$ cat src/rtl/cla_addsub_pipe.sv
// Pipelined carry-lookahead adder/subtractor: the operands are split into STAGES slices,
// one registered CLA slice per stage, with a single global stall enable for backpressure.
module cla_addsub_pipe #(
    parameter int WIDTH  = 32,
    parameter int STAGES = 4
) (
    input  logic             Clk_i,
    input  logic             Reset_n_i,
    input  logic             Valid_i,
    output logic             Ready_o,
    input  logic [WIDTH-1:0] Number1_i,
    input  logic [WIDTH-1:0] Number2_i,
    input  logic             Carry_i,
    input  logic             Sub_i,
    output logic             Valid_o,
    input  logic             Ready_i,
    output logic [WIDTH-1:0] Result_o,
    output logic             Carry_o,
    output logic             Overflow_o,
    output logic             Zero_o
);
    localparam int SW = WIDTH / STAGES;

    // Each carry is a flat sum of generate terms plus the all-propagate
    // term, so no carry depends on a lower carry of the same slice.
    function automatic logic [SW:0] cla_add(
        input logic [SW-1:0] a,
        input logic [SW-1:0] b,
        input logic          cin
    );
        logic [SW-1:0] g;
        logic [SW-1:0] p;
        logic [SW:0]   c;
        logic          all_p;
        logic          any_g;
        logic          chain;
        g     = a & b;
        p     = a ^ b;
        c     = '0;
        c[0]  = cin;
        all_p = 1'b0;
        any_g = 1'b0;
        chain = 1'b0;
        for (int i = 0; i < SW; i++) begin
            all_p = cin;
            any_g = 1'b0;
            for (int j = 0; j <= i; j++) begin
                all_p = all_p & p[j];
                chain = g[j];
                for (int m = j + 1; m <= i; m++) begin
                    chain = chain & p[m];
                end
                any_g = any_g | chain;
            end
            c[i+1] = any_g | all_p;
        end
        return {c[SW], p ^ c[SW-1:0]};
    endfunction

    logic w_en;

    // The pipe only freezes while a finished result is waiting on downstream.
    assign w_en    = Ready_i || !Valid_o;
    assign Ready_o = w_en;

    for (genvar k = 0; k < STAGES; k++) begin : g_stage
        logic [WIDTH-1:0] w_a;
        logic [WIDTH-1:0] w_b;
        logic [WIDTH-1:0] w_res_in;
        logic [WIDTH-1:0] w_res;
        logic             w_sub;
        logic             w_cin;
        logic             w_amsb;
        logic             w_bmsb;
        logic             w_vld;
        logic [SW:0]      w_sum;

        logic [WIDTH-1:0] r_a;
        logic [WIDTH-1:0] r_b;
        logic [WIDTH-1:0] r_res;
        logic             r_sub;
        logic             r_cy;
        logic             r_amsb;
        logic             r_bmsb;
        logic             r_vld;

        if (k == 0) begin : g_in
            // Subtract is A + ~B + 1 - borrow, so the borrow-in maps to an inverted carry-in.
            assign w_a      = Number1_i;
            assign w_b      = Number2_i;
            assign w_sub    = Sub_i;
            assign w_cin    = Carry_i ^ Sub_i;
            assign w_amsb   = Number1_i[WIDTH-1];
            assign w_bmsb   = Number2_i[WIDTH-1] ^ Sub_i;
            assign w_res_in = '0;
            assign w_vld    = Valid_i && w_en;
        end else begin : g_fwd
            assign w_a      = g_stage[k-1].r_a;
            assign w_b      = g_stage[k-1].r_b;
            assign w_sub    = g_stage[k-1].r_sub;
            assign w_cin    = g_stage[k-1].r_cy;
            assign w_amsb   = g_stage[k-1].r_amsb;
            assign w_bmsb   = g_stage[k-1].r_bmsb;
            assign w_res_in = g_stage[k-1].r_res;
            assign w_vld    = g_stage[k-1].r_vld;
        end

        // Operands travel right-shifted so every stage adds bits [SW-1:0].
        assign w_sum = cla_add(w_a[SW-1:0], w_b[SW-1:0] ^ {SW{w_sub}}, w_cin);

        always_comb begin
            w_res                = w_res_in;
            w_res[k*SW +: SW]    = w_sum[SW-1:0];
        end

        always_ff @(posedge Clk_i) begin
            if (!Reset_n_i) begin
                r_a    <= '0;
                r_b    <= '0;
                r_res  <= '0;
                r_sub  <= 1'b0;
                r_cy   <= 1'b0;
                r_amsb <= 1'b0;
                r_bmsb <= 1'b0;
                r_vld  <= 1'b0;
            end else if (w_en) begin
                r_a    <= w_a >> SW;
                r_b    <= w_b >> SW;
                r_res  <= w_res;
                r_sub  <= w_sub;
                r_cy   <= w_sum[SW];
                r_amsb <= w_amsb;
                r_bmsb <= w_bmsb;
                r_vld  <= w_vld;
            end
        end

        if (k == STAGES - 1) begin : g_tail
            logic w_unused_tail;
            assign w_unused_tail = ^{r_a, r_b, r_sub};
        end
    end

    assign Valid_o    = g_stage[STAGES-1].r_vld;
    assign Result_o   = g_stage[STAGES-1].r_res;
    assign Carry_o    = g_stage[STAGES-1].r_cy;
    assign Overflow_o = (g_stage[STAGES-1].r_amsb == g_stage[STAGES-1].r_bmsb) &&
                        (Result_o[WIDTH-1] != g_stage[STAGES-1].r_amsb);
    assign Zero_o     = (Result_o == '0);

endmodule

$ cat config.mk
export PLATFORM = sky130hd
export DESIGN_NAME = cla_addsub_pipe
export DESIGN_NICKNAME = d
export VERILOG_FILES = /design/src/rtl/cla_addsub_pipe.sv
export SDC_FILE = /design/constraint.sdc
export NUM_CORES = 1
export LEC_CHECK = 0
export ABC_AREA = 1
export CORE_MARGIN = 2
export CORE_UTILIZATION = 30
export CTS_BUF_LIST = sky130_fd_sc_hd__clkbuf_8
export DETAILED_ROUTE_END_ITERATION = 16
export RECOVER_POWER = 50
export SLEW_MARGIN = 5
export SYNTH_ARGS = -nofsm -noshare
export SYNTH_HDL_FRONTEND = slang
export SYNTH_SLANG_ARGS = --single-unit
$ cat constraint.sdc
create_clock -name Clk_i -period 3.4 [get_ports Clk_i]
set_input_delay 0.68 -clock Clk_i [delete_from_list [all_inputs] [get_ports Clk_i]]
set_output_delay 0.68 -clock Clk_i [all_outputs]
set_load 0.03 [all_outputs]
After elaboration in Yosys (flattened, before gate mapping)
Cells that the tools add are included.

Reduce and logical (&&, ||, !) cells: 5. Bitwise logic cells: 306. Eq/ne operators: 2.

Operators by type and width (number): $and A1 B1 Y1 (144); $or A1 B1 Y1 (144); $xor A8 B8 Y8 (12); $and A8 B8 Y8 (4); $logic_not A32 Y1 (1); $logic_and A1 B1 Y1 (2); $xor A1 B1 Y1 (2); $eq A1 B1 Y1 (1); $logic_not A1 Y1 (1); $logic_or A1 B1 Y1 (1); $ne A1 B1 Y1 (1).

Input bits: 70. Output and inout port bits: 37. Register bits after elaboration: 195.

Depth between registers and ports, before layout
Gate-level depths: netlist (run 1).

Depth in word-level cells: 17. Gate-level depth with buffers: 18. Mapped depth without buffers: 17.

Worst setup path before layout (run 1)
No wires, ideal clock.

Kind: input -> register. From: in Sub_i. To: reg g_stage[0].r_res[5]. Stages on the path: 14. Path slack: 0.897 ns. Arrival: 2.389 ns. Library setup time: 0.114 ns. Path through: buf_2 xnor2_1 inv_1 ha_1 ha_1 nand2_1 nand2_2 a21o_1 nand2_2 nand2_2 a21oi_2 xnor2_1 o21bai_1 inv_1.

Cells in the longest elaborated chain, start to end: 12.

Ends and longest elaborated chain: start: declaration (RTL line 14) `input logic Sub_i,`; $xor A8 B8 Y8 (RTL line 109) `assign w_sum = cla_add(w_a[SW-1:0], w_b[SW-1:0] ^ {SW{w_sub}}, w_cin);`; $and A8 B8 Y8 or $xor A8 B8 Y8 (tied branches) (RTL line 37, 38); $and A1 B1 Y1 (4 in a row) (RTL line 51) `chain = chain & p[m];`; $or A1 B1 Y1 (4 in a row) (RTL line 53) `any_g = any_g | chain;`; $or A1 B1 Y1 (RTL line 55) `c[i+1] = any_g | all_p;`; $xor A8 B8 Y8 (*) (RTL line 57) `return {c[SW], p ^ c[SW-1:0]};`; end signal: assignment (RTL line 129) `r_res <= w_res;`; end: declaration (RTL line 80) `logic [WIDTH-1:0] r_res;`.

Every way passes the cells marked *; elsewhere a longest branch is shown, timed or not. A chain may end at the register's enable or synchronous reset.

Worst setup path after layout (run 1)
From: reg g_stage[3].r_res[20], in the netlist Result_o[20]. To: out Zero_o.

Cells in the longest elaborated chain, start to end: 1.

Ends and longest elaborated chain: start: declaration (RTL line 80); start signal: assignment (RTL line 129); $logic_not A32 Y1 (RTL line 149) `assign Zero_o = (Result_o == '0);`; end: declaration (RTL line 20) `output logic Zero_o`.

Every way passes these cells.

==> impl_results.md, run 1 <==
- Status: complete, but fails checks
- Failing checks: max-capacitance violations, max-slew violations
- Detail Placement HPWL: 13,400 um
- Layout cells sized above 1: 5.14%
- Vias in the first global route: 6,634
- Post-synth top flop: dfxtp_1
- Sink Count: 192
- Library cells used by synthesis: 31
- Design Area, Final: 10,300 um^2
- Syn Inst Count: 1,113
- CP Max Fanout: 3
- Sequential area share after synthesis: 45.0%
- # DRC: 0
- Clock skew: 0.0133 ns
- Filler Cell Count: 3,011
- Area grow syn2layout: 20.6%
- Core Util, Final: 36.9%
- Clock power frac: 33.7%
- RSZ-0062 raised after global routing: no
- Normalized max-slew margin: -13.0%
- Starting density of the core: 30.6%
- Flop and latch count out of synthesis: 192
- Int Power: 3630 uW
- Setup repair bufs after CTS: 0
- CTS tree: yes
- Synth top area share: 45.0%
- WP data arrival: 2.27 ns
- Antenna cells: 0
- Global route overflow: 0
- Post-synthesis area per instance: 7.67 um^2
- I/O pin cnt: 107
- Synth area leader: dfxtp_1
- Final Hold Fails: 0
- Worst setup EP type: output port
- Setup TNS: 0 ns
- Iter 0 DRT Violations: 495
- Switch Pwr: 1430 uW
- Fmax: 339 MHz
- Fin crit period: 2.95 ns
- Largest net degree at the start of global routing: 181
- Drt via density: 4.44
- Row Count: 61
- Ys Warns: 0
- Slew Viols, Final: 181
- Switching share of power: 28.3%
- TritonCTS Buffers: 17
- Clock latency on the worst-skew pair: 0.45 ns
- Detailed Routing Iterations Pass 1: 5
- Fin crit share: 86.9%
- Clk buf depth: 2
- FF/Latch Area: 3840 um^2
- Clock Tree Root: clkbuf_8
- Routed WL: 19,500 um
- Std-Cell Core Area: 27,900 um^2
- Crit start category: flip-flop
- Multi-input logic area: 4160 um^2
- Worst path required time: 2.72 ns
- Total Nets Final: 1,283
- GPL Wtd Cong: 0.774
- Worst reg2reg path startpoint: Valid_o
- Reg power frac: 50.2%
- Crit Path Class: flip-flop to output port
- Combinational group share of total power: 16.1%
- # setup viols final: 0
- Worst Hold Class: flip-flop to flip-flop
- Die Ht: 173 um
- Initial antenna violation count: 0
- Static Leak: 0.00501 uW
- # resized after CTS: 0
- Commonest non-fill, non-tap cell in the layout: nor2_1
- Pwr per Cell Area: 492 nW/um^2
- Reg clk slew, reported paths: 0.09 ns
- Placed instance area: 9860 um^2
- Maxcap violations: 1
- Routed len/inst: 12.5 um
- Netlist area before placement: 8540 um^2
- Die span in x: 173 um
- Async SR Flop Fraction: 0%
- Antenna Violating Nets Remaining: 0
- Syn_nets: 1,223
- Most frequent cells in the layout: 332 x nor2_1, 192 x dfxtp_1, 185 x o21ai_0
- # hold bufs at CTS: 0
- GRT Total Usage: 13.4%
- Max VDD drop: 0.252 mV
- Synth area leaders: dfxtp_1 45%, nor2_1 15%, o21ai_0 11%
- Critical path startpoint: Result_o[20]
- HP Start: g_stage[2].r_res[23]
- Post-synth EDFFs: 0
- Power consumption: 5060 uW
- DR vias: 6,950
- Htree depth: 4
- Worst Tran Pin Value: 1.70 ns
- Global-route wire length before repair: 33,300 um
- Die ar.: 29,800 um^2
- # port buffers: 106
## worst max-delay path, cell delays in order (launching register included)
cell	delay (ns)
dfxtp_1	0.33
nor4_1	0.50
nand4_1	0.20
nor2_1	0.12
clkdlybuf4s50_1	0.68
## final cells by class
cell class / instances / share of cell area, %
well taps: 378 / 4.59
clock inverters: 14 / 2.11
repair buffers: 115 / 11.0
multi-input cells: 786 / 40.4
flip-flops and latches: 192 / 37.3
inverters: 61 / 2.27
clock buffers: 18 / 2.40
## sequential cells by signal (all words and copies together), names as in the netlist
signal / flops
g_stage.r_sub: 3
g_stage.r_b: 48
Carry_o: 1
Result_o: 32
g_stage.r_res: 48
Valid_o: 1
g_stage.r_amsb: 4
g_stage.r_vld: 3
g_stage.r_bmsb: 4
g_stage.r_cy: 3
g_stage.r_a: 45
## metal layers
metal | vias up | share of wire, % | wire length [um] | track usage [%]
li1 | 3724 | - | - | -
met1 | 3127 | 52 | 10200 | 19.5
met2 | 97 | 44 | 8590 | 20.3
met3 | 2 | 3.4 | 665 | 2.92
met4 | 0 | 0.23 | 44 | 2.47
met5 | - | 0 | 0 | 0
## power by group through the flow
| stage | clock network (uW) | logic (uW) | registers, uW |
|---|---|---|---|
| floorplan | 0 | 502 | 2620 |
| global placement | 0 | 811 | 2590 |
| detailed placement | 0 | 824 | 2600 |
| CTS | 1760 | 829 | 2540 |
| global route | 1870 | 924 | 2570 |
| finish | 1710 | 816 | 2540 |
## cells in the mapped netlist (16+ instances only)
library cell  count
buf_2            16
o21bai_1         20
clkbuf_1         53
nand4_1          23
o21ai_0         185
nand3_1          33
inv_1            60
nand2_1          44
dfxtp_1         192
ha_1             36
nor2_1          332
xor2_1           45
## cells by family (layout without fill, tap and decap cells)
| group | Yosys count | count (layout) | share of synthesized area (%) |
|---|---|---|---|
| xor gates and xnor gates | 54 | 54 | 5.54 |
| DFF | 192 | 192 | 45.0 |
| and+or+nand+nor | 462 | 462 | 22.4 |
| adders and majority gates | 40 | 40 | 6.21 |
| AOI/OAI and AO/OA | 230 | 230 | 14.4 |
| buffers and inverters | 135 | 208 | 6.39 |
## final timing paths
check / endpoint / slack, ns / cells past startpoint
hold reg to reg: g_stage[2].r_res[23] / 0.47 / 2
setup reg to reg: g_stage[1].r_a[14] / 0.76 / 5
setup / recovery: Zero_o / 0.45 / 4
hold / removal: g_stage[2].r_res[23] / 0.47 / 2
## through the flow
step	worst slack, ns	instances	hold slack (ns)
2_1_floorplan	0.897	1113	0.420
3_3_place_gp	0.398	1532	0.449
3_5_place_dp	0.358	1532	0.454
4_1_cts	0.437	1564	0.468
5_1_grt	0.250	1564	0.483
6_report	0.446	1564	0.471
Power figures use the tool's default switching activity.
==> run 2: changes to the inputs <==
- CORE_UTILIZATION: 30 -> 60
- PLACE_DENSITY: default -> 0.85
==> run 2 against run 1 <==
  * The flow still finishes with violations (max-capacitance violations, max-slew violations)
  * Cell area fell by 3.2%
  * Clock power fell by 15%
  * First-iteration DRC count rose by 8.5%
  * Power fell by 5.2%
  * Critical path type is now input port to flip-flop
  * Critical endpoint is now g_stage[0].r_a[22]
  * Largest power group unchanged
==> impl_results.md, run 2 (synthesis results as in run 1) <==
- Status: complete, but fails checks
- Failing checks: max-capacitance violations, max-slew violations
- Maxcap violations: 1 (unchanged)
- Worst Hold Class: flip-flop to flip-flop
- Critical Path Most Common Cell: nor2_1
- Clock Tree Root: clkbuf_8
- Worst path required time: 3.80 ns (+1.08 ns)
- Die span in x: 123 um (-29%)
- Clk buf depth: 2 (unchanged)
- Cells along the critical path: dlygate4sd3_1, nor2_1, clkbuf_4, o21ai_0, nor2_1
- Crit Path Class: input port to flip-flop
- Biggest regs: g_stage.r_b x48, g_stage.r_res x48, g_stage.r_a x45
- Worst hold path depth: 2 (unchanged)
- Routed WL: 16,900 um (-14%)
- Vias in the first global route: 6,272 (-5.5%)
- GRT Total Usage: 23.0% (+9.7 points)
- # hold bufs at CTS: 0 (unchanged)
- Largest net degree at the start of global routing: 203 (+12%)
- FF-to-FF setup slack: 0.72 ns (-0.04 ns)
- Crit start category: input port
- Std-Cell Core Area: 13,900 um^2 (-50%)
- CTS tree: yes
- RSZ-0062 raised after global routing: no
- Row Count: 43 (-30%)
- Max VDD drop: 0.229 mV (-9.3%)
- Setup repair bufs after CTS: 0 (unchanged)
- Antenna Violating Nets Remaining: 0 (unchanged)
- Most frequent cells in the layout: 333 x nor2_1, 192 x dfxtp_1, 185 x o21ai_0
- I/O pin cnt: 107 (unchanged)
- WP buf/inv: 2 (+1)
- Fmax: 324 MHz (-4.2%)
- Routed len/inst: 12.4 um (-0.75%)
- Detailed Routing Iterations Pass 1: 5 (unchanged)
- Total Nets Final: 1,280 (-0.23%)
- DR vias: 7,133 (+2.6%)
- Sink Count: 192 (unchanged)
- Global-route wire length before repair: 27,900 um (-16%)
- Int Power: 3520 uW (-3.2%)
- Antenna cells: 0 (unchanged)
- Critical path's slowest cell: clkbuf_4
- GPL Wtd Cong: 0.865 (+12%)
- Filler Cell Count: 1,119 (-63%)
- Kind of cell with the highest combined delay on the critical path: buffers and inverters
- Reg clk slew, reported paths: 0.09 ns (about the same)
- # DRC: 0 (unchanged)
- Starting density of the core: 61.5% (+31 points)
- Setup TNS: 0 ns (unchanged)
- Crit path depth: 5 (+1)
- Final Hold Fails: 0 (unchanged)
- Worst setup EP type: flip-flop
- # resized after CTS: 0 (unchanged)
- Worst Tran Pin Value: 1.56 ns (-0.136 ns)
- Drt via density: 5.24 (+18%)
- # port buffers: 106 (unchanged)
- Detail Placement HPWL: 11,000 um (-18%)
- Static Leak: 0.00499 uW (-0.44%)
- Reg power frac: 53.0% (+2.8 points)
- Power consumption: 4800 uW (-5.2%)
- Layout cells sized above 1: 4.40% (-0.74 points)
- # setup viols final: 0 (unchanged)
- TritonCTS Buffers: 17 (unchanged)
- Combinational group share of total power: 16.6% (+0.5 points)
- Switching share of power: 26.8% (-1.5 points)
- WP data arrival: 3.48 ns (+1.21 ns)
- Fin crit share: 90.7% (+3.8 points)
- Clock skew: 0.00797 ns (-0.00531 ns)
- Fin crit period: 3.08 ns (+0.130 ns)
- Area grow syn2layout: 16.8%
- Clock power frac: 30.4% (-3.3 points)
- Clock latency on the worst-skew pair: 0.46 ns (about the same)
- Worst reg2reg path depth: 5 (unchanged)
- Initial antenna violation count: 0 (unchanged)
- Die Ht: 123 um (-29%)
- Die ar.: 15,200 um^2 (-49%)
- Commonest non-fill, non-tap cell in the layout: nor2_1
- Iter 0 DRT Violations: 537 (+8.5%)
- Htree depth: 4 (unchanged)
- Crit-path max cell delay: 1.25 ns (+0.57 ns)
- Core Util, Final: 71.9% (+35 points)
- Pwr per Cell Area: 481 nW/um^2 (-2.0%)
- CP Max Fanout: 180 (+177)
- Design Area, Final: 9970 um^2 (-3.2%)
- Slew Viols, Final: 181 (unchanged)
- Switch Pwr: 1290 uW (-10%)
- Normalized max-slew margin: -3.94% (+9.1 points)
- Global route overflow: 0 (unchanged)
- Placed instance area: 9600 um^2 (-2.6%)
[run 2: cell count changes in the layout (fill, tap and decap cells not counted), moves of 2 or more]
cell       change
inv_8          -2
clkbuf_1       -2
bufinv_16      -2
inv_1          +4
clkbuf_8       +4
buf_4          -3
inv_6          -4
[run 2: worst paths after layout]
check,from,endpoint
min reg2reg,g_stage[2].r_res[17],Result_o[17]
max,Ready_i,g_stage[0].r_a[22]
max reg2reg,Valid_o,g_stage[0].r_a[22]
min,g_stage[2].r_res[17],Result_o[17]
[run 2: layout make-up]
| type | instances | area (um^2) | area share, % |
|---|---|---|---|
| flip-flops and latches | 192 | 3840 | 38.5 |
| inverters | 61 | 234 | 2.35 |
| multi-input cells | 786 | 4150 | 41.6 |
| clock buffers | 22 | 303 | 3.04 |
| repair buffers | 112 | 1130 | 11.3 |
| well taps | 180 | 225 | 2.26 |
| clock inverters | 8 | 90.1 | 0.903 |
[run 2: layer usage]
metal  GRT usage [%]  up-vias  part of all wire (%)
met2            37.2      194                    47
met5               0        -                     0
li1                -     3714                     -
met3            4.38       31                   4.9
met1            30.5     3194                    46
met4            9.30        0                   2.0
[run 2: worst min-delay path: cells and delay by family, from the launching register on]
kind                   cells  cell delay, ns
buffers and inverters      1            0.04
DFF                        1            0.31
AOI/OAI and AO/OA          1            0.05
[run 2: power by group through the flow]
stage | Clock (uW) | Combinational, uW | Sequential (uW)
3_3_place_gp | 0 | 772 | 2590
4_1_cts | 1490 | 801 | 2550
5_1_grt | 1560 | 895 | 2570
3_5_place_dp | 0 | 795 | 2600
6_report | 1460 | 796 | 2550
2_1_floorplan | 0 | 502 | 2620
[run 2: metrics by stage]
| step | std cells | setup WS (ns) | hold WS (ns) |
|---|---|---|---|
| 2_1_floorplan | 1113 | 0.897 | 0.420 |
| 3_3_place_gp | 1331 | 0.373 | 0.431 |
| 3_5_place_dp | 1331 | 0.286 | 0.436 |
| 4_1_cts | 1361 | 0.339 | 0.449 |
| 5_1_grt | 1361 | 0.162 | 0.483 |
| 6_report | 1361 | 0.316 | 0.448 |
